**src/rtl/alu_ctrl_pipe.sv**
```systemverilog
// alu_ctrl_pipe: registered ALU-control decoder with valid/ready output
// register and a stall sequencer for multi-cycle R-type operations.
//
// Handshake: a transfer happens on a rising edge where valid and ready are
// both high. in_ready never looks at in_valid, and out_valid, once raised,
// stays high with a stable payload until out_ready is seen.
module alu_ctrl_pipe #(
    parameter int          FUNCT_W   = 4,
    parameter int          CNT_W     = 4,
    parameter int          MC_CYCLES = 4,
    parameter logic [15:0] MC_MASK   = 16'hC000,
    parameter int          STAT_W    = 16
) (
    input  logic               clk,
    input  logic               rst_n,
    input  logic               flush,
    input  logic               in_valid,
    output logic               in_ready,
    input  logic               in_sel,
    input  logic [1:0]         in_opcode,
    input  logic [FUNCT_W-1:0] in_funct,
    output logic               out_valid,
    input  logic               out_ready,
    output logic [CNT_W-1:0]   out_alu_cnt,
    output logic               out_mc,
    output logic               busy,
    output logic               mc_done,
    output logic [STAT_W-1:0]  issue_count,
    output logic               dbg_state
);

    typedef enum logic {
        ST_IDLE = 1'b0,
        ST_BUSY = 1'b1
    } state_t;

    state_t              r_state;
    state_t              w_state_nxt;
    logic [7:0]          r_cyc;
    logic [7:0]          w_cyc_nxt;
    logic                r_out_valid;
    logic                r_out_mc;
    logic [CNT_W-1:0]    r_out_alu_cnt;
    logic [STAT_W-1:0]   r_issue_count;

    logic [CNT_W-1:0]    w_dec_cnt;
    logic                w_dec_mc;
    logic                w_funct_hi_zero;
    logic                w_accept;
    logic                w_in_ready;

    // Only funct values below 16 can be flagged multi-cycle; wider funct
    // fields need their upper bits checked for zero.
    generate
        if (FUNCT_W > 4) begin : g_funct_wide
            assign w_funct_hi_zero = ~|in_funct[FUNCT_W-1:4];
        end else begin : g_funct_narrow
            assign w_funct_hi_zero = 1'b1;
        end
    endgenerate

    // Decode {sel, opcode, funct} into the control word and multi-cycle flag.
    always_comb begin
        w_dec_cnt = '0;
        w_dec_mc  = 1'b0;
        if (in_sel) begin
            case (in_opcode)
                2'b00:   w_dec_cnt = CNT_W'(4'b0110);
                2'b01:   w_dec_cnt = CNT_W'(4'b1010);
                2'b10:   w_dec_cnt = CNT_W'(4'b0000);
                default: w_dec_cnt = CNT_W'(4'b0001);
            endcase
        end else begin
            case (in_opcode)
                2'b00:   w_dec_cnt = CNT_W'(4'b0110);
                2'b01:   w_dec_cnt = CNT_W'(4'b1000);
                2'b10:   w_dec_cnt = CNT_W'(4'b1001);
                default: begin
                    w_dec_cnt = CNT_W'(in_funct);
                    w_dec_mc  = w_funct_hi_zero & MC_MASK[in_funct[3:0]];
                end
            endcase
        end
    end

    assign w_in_ready = (r_state == ST_IDLE) & (~r_out_valid | out_ready) & ~flush;
    assign w_accept   = in_valid & w_in_ready;

    // Sequencer state and remaining-cycle counter register.
    always_ff @(posedge clk or negedge rst_n) begin
        if (!rst_n) begin
            r_state <= ST_IDLE;
            r_cyc   <= '0;
        end else begin
            r_state <= w_state_nxt;
            r_cyc   <= w_cyc_nxt;
        end
    end

    // Next-state logic: flush returns to IDLE; BUSY counts down to zero.
    always_comb begin
        w_state_nxt = r_state;
        w_cyc_nxt   = r_cyc;
        if (flush) begin
            w_state_nxt = ST_IDLE;
            w_cyc_nxt   = '0;
        end else begin
            case (r_state)
                ST_IDLE: begin
                    if (w_accept && w_dec_mc) begin
                        w_state_nxt = ST_BUSY;
                        w_cyc_nxt   = 8'(MC_CYCLES - 1);
                    end
                end
                default: begin
                    if (r_cyc == 8'd0) begin
                        w_state_nxt = ST_IDLE;
                    end else begin
                        w_cyc_nxt = r_cyc - 8'd1;
                    end
                end
            endcase
        end
    end

    // Output register: load on accept, drop on consume, clear on flush.
    always_ff @(posedge clk or negedge rst_n) begin
        if (!rst_n) begin
            r_out_valid   <= 1'b0;
            r_out_mc      <= 1'b0;
            r_out_alu_cnt <= '0;
        end else if (flush) begin
            r_out_valid <= 1'b0;
            r_out_mc    <= 1'b0;
        end else if (w_accept) begin
            r_out_valid   <= 1'b1;
            r_out_mc      <= w_dec_mc;
            r_out_alu_cnt <= w_dec_cnt;
        end else if (out_ready) begin
            r_out_valid <= 1'b0;
        end
    end

    // Count accepted operations; wraps silently.
    always_ff @(posedge clk or negedge rst_n) begin
        if (!rst_n) begin
            r_issue_count <= '0;
        end else if (w_accept) begin
            r_issue_count <= r_issue_count + STAT_W'(1);
        end
    end

    assign in_ready    = w_in_ready;
    assign out_valid   = r_out_valid;
    assign out_mc      = r_out_mc;
    assign out_alu_cnt = r_out_alu_cnt;
    assign issue_count = r_issue_count;
    assign busy        = (r_state == ST_BUSY);
    // A flush in the final busy cycle suppresses the completion pulse.
    assign mc_done     = (r_state == ST_BUSY) & (r_cyc == 8'd0) & ~flush;
    assign dbg_state   = (r_state == ST_BUSY);

endmodule
```
**config.mk**
```make
export PLATFORM = sky130hd
export DESIGN_NAME = alu_ctrl_pipe
export DESIGN_NICKNAME = d
export VERILOG_FILES = /design/src/rtl/alu_ctrl_pipe.sv
export SDC_FILE = /design/constraint.sdc
export NUM_CORES = 1
export LEC_CHECK = 0
export CAP_MARGIN = 10
export CELL_PAD_IN_SITES_DETAIL_PLACEMENT = 1
export CELL_PAD_IN_SITES_GLOBAL_PLACEMENT = 1
export CORE_MARGIN = 10
export CORE_UTILIZATION = 35
export DETAILED_ROUTE_END_ITERATION = 10
export HOLD_SLACK_MARGIN = 0.12
export PLACE_DENSITY = 0.71
export SLEW_MARGIN = 20
export SYNTH_ARGS = -nofsm -noshare
export SYNTH_HDL_FRONTEND = slang
export SYNTH_SLANG_ARGS = --single-unit
```
**constraint.sdc**
```tcl
create_clock -name clk -period 2.4 [get_ports clk]
set_clock_uncertainty 0.2 [all_clocks]
set_input_delay 0.24 -clock clk [delete_from_list [all_inputs] [get_ports clk]]
set_output_delay 0.24 -clock clk [all_outputs]
set_load 0.005 [all_outputs]
```
==> results.py <==
metrics = {
    "clock_tree": {
        "h-tree-depth": 2,
        "holdBufCountCts": 0,
        "clock_sinks": 31,
        "clock_latency_ns": 0.27,
        "cts_tree": "done",
        "clock_path_buffers": 2,
        "clk_transition_reported_paths_ns": 0.07,
        "clockRootBuffer": "clkbuf_8",
        "numCtsBuffers": 5,
    },
    "job": {
        "drv_cap": 0,
    },
    "global_routing": {
        "grt_antenna_before_repair": 0,
        "grt_pass1_vias": 1547,
        "overflow": 0,
        "grtUsageTotal": 0.118,
        "grt_max_degree": 32,
        "grt_pass1_wl_um": 7450,
    },
    "timing": {
        "fin_crit_ns": 2.16,
        "timing.final.ws_setup_ns": 0.240,
        "fmax_ghz": 0.463,
        "worstMarginPinSlew_ns": 0.487,
        "relSlewSlack": 0.672,
        "setup_viol_count_final": 0,
        "finalCritPeriodShare": 0.900,
        "hold_viol": 0,
        "drv_slew": 0,
        "rsz0062_at_grt": "false",
        "fin_tns_setup_ns": 0,
    },
    "layout": {
        "layout_common_cells": "36 x clkdlybuf4s50_1, 31 x dfrtp_1, 18 x nand2_1",
        "final_area_um2": 2230,
        "nFillCells": 519,
        "finalNonFillerCells": 263,
        "drive_gt1_frac": 0.0948,
        "final_common_cell": "clkdlybuf4s50_1",
        "nNetsFinal": 230,
        "final_util": 0.499,
        "diodes": 0,
        "area_delta_synth_final_pct": 34.6,
    },
    "detailed_routing": {
        "detailedRoute.firstIterationViolations": 50,
        "dr.pass1.iters": 4,
        "drt-vias-per-instance": 5.29,
        "via_count": 1391,
        "routedWlPerCell_um": 16.3,
        "finalWirelength_um": 4300,
        "ant_nets": 0,
        "drc": 0,
    },
    "setup_path": {
        "slowest_delay_ns": 0.51,
        "crit_type": "reg2out",
        "critical_path_depth": 3,
        "critPathSlowestCell": "dfrtp_1",
        "cp.arrival_ns": 1.72,
        "worstPathMaxFanout": 12,
        "crit_chain": "nor2_2 > and2_1 > clkdlybuf4s50_1",
        "worstSetupStartpointType": "flip-flop",
        "cp_data_required_time_ns": 1.96,
        "crit_buf_inv": 1,
        "critical_path.top_delay_family": "flip-flops",
        "rr_worst_depth": 6,
        "crit_path_end_kind": "output port",
    },
    "yosys": {
        "yosysWarnings": 0,
        "synth.avg_cell_area_um2": 9.94,
        "ys_types": 42,
        "syn_area_um2": 1660,
        "ys_seq_area_frac": 0.467,
        "syn_inst": 167,
        "synth_nets": 187,
        "synth-seq-cells": 31,
    },
    "placed_design": {
        "post_dp_cell_area_um2": 2100,
        "io_buffers": 37,
        "place_hpwl_um": 3450,
        "place_congestion": 0.822,
        "dp_cells": 255,
        "pre_cts_ws_ns": 0.131,
    },
    "die": {
        "die_w_um": 88.9,
        "core_um2": 4470,
        "start_util": 0.371,
        "ios": 38,
        "dieArea_um2": 7900,
        "fp.dieH_um": 88.9,
        "num_rows": 24,
    },
    "power_and_ir_drop": {
        "powerDensity_nw_per_um2": 635,
        "ir_drop_v": 0.000376,
        "power_leakage_nw": 1.02,
    },
    "run_status": {
        "status": "completed",
    },
    "worst_hold_path": {
        "hp-class": "in2async",
    },
}
-- area by class of cell --
cell class                      instances  area [µm²]  share of cell area
Sequential cell                        31         776               0.347
Inverter                                8        30.0              0.0134
Multi-Input combinational cell        122         840               0.376
Timing Repair Buffer                   42         407               0.182
Clock inverter                          2        35.0              0.0157
Tap cell                               52        65.1              0.0291
Clock buffer                            6        82.6              0.0370
-- synthesized netlist by cell type (all sizes together) --
cell	n	area share
nor2b	2	0.0075
o31ai	1	0.0045
or4	2	0.011
dfrtp	31	0.47
and3	4	0.015
o22ai	1	0.0038
a311oi	2	0.011
nand2	18	0.041
nor4	3	0.015
o2111ai	1	0.0053
and2	2	0.0075
nor3b	1	0.0045
nor2	11	0.026
a21oi	8	0.024
buf	3	0.014
a21o	1	0.0045
nand3	5	0.018
a211oi	1	0.0045
nand2b	1	0.0038
xor2	9	0.047
mux2i	4	0.024
o32ai	1	0.0053
clkbuf	3	0.0068
xnor2	8	0.042
or3b	1	0.0053
inv	8	0.018
a221oi	2	0.011
o21ai	6	0.018
o211ai	1	0.0045
nand4	4	0.015
nor3	12	0.039
a2111oi	1	0.0090
ha	8	0.060
and4	1	0.0053
-- layer usage --
layer | GRT usage | part of all wire | up-vias
met3 | 0.0386 | 0.063 | 2
met2 | 0.199 | 0.49 | 34
met1 | 0.138 | 0.43 | 683
met5 | 0 | 0 | -
li1 | - | - | 672
met4 | 0.0396 | 0.0084 | 0
-- registers in the layout (all words and copies together), names as in the netlist --
name         cells
out_alu_cnt      4
r_cyc            8
issue_count     16
out_mc           1
out_valid        1
busy             1
-- worst paths after layout --
kind                            slack, ns              end             from
worst max-delay path                 0.24         in_ready             busy
worst min-delay path                 0.16         r_cyc[4]            rst_n
worst max register to register       0.28         r_cyc[6]         r_cyc[0]
worst min register to register       0.27  issue_count[15]  issue_count[15]
max in group asynchronous            1.55         r_cyc[2]            rst_n
min in group clk                     0.27  issue_count[15]  issue_count[15]
-- repair_timing --
| item | in CTS | in global routing |
|---|---|---|
| setup endpoints to repair | 1 | 0 |
| resized for setup | 4 | 0 |
| buffers inserted | 0 | 0 |
-- cells by family after synthesis --
group	share of synthesized area
simple gates	0.215
compound gates	0.105
mux	0.0241
xor+xnor	0.0897
flops	0.467
buf+inv	0.0392
fa+ha+maj	0.0603
-- power by group --
| part | total [W] | switching [W] | internal (W) |
|---|---|---|---|
| combinational | 0.000269 | 0.000108 | 0.000160 |
| sequential | 0.000626 | 0.0000520 | 0.000574 |
| clock | 0.000524 | 0.000189 | 0.000336 |
| total | 0.00142 | 0.000349 | 0.00107 |
-- stage by stage --
stage / total power [W] / hold WS (ns)
floorplan: 0.000727 / -0.256
global placement: 0.000897 / 0.256
detailed placement: 0.000914 / 0.268
CTS: 0.00144 / 0.175
global route: 0.00150 / 0.206
finish: 0.00142 / 0.156
Power figures use the tool's default switching activity.
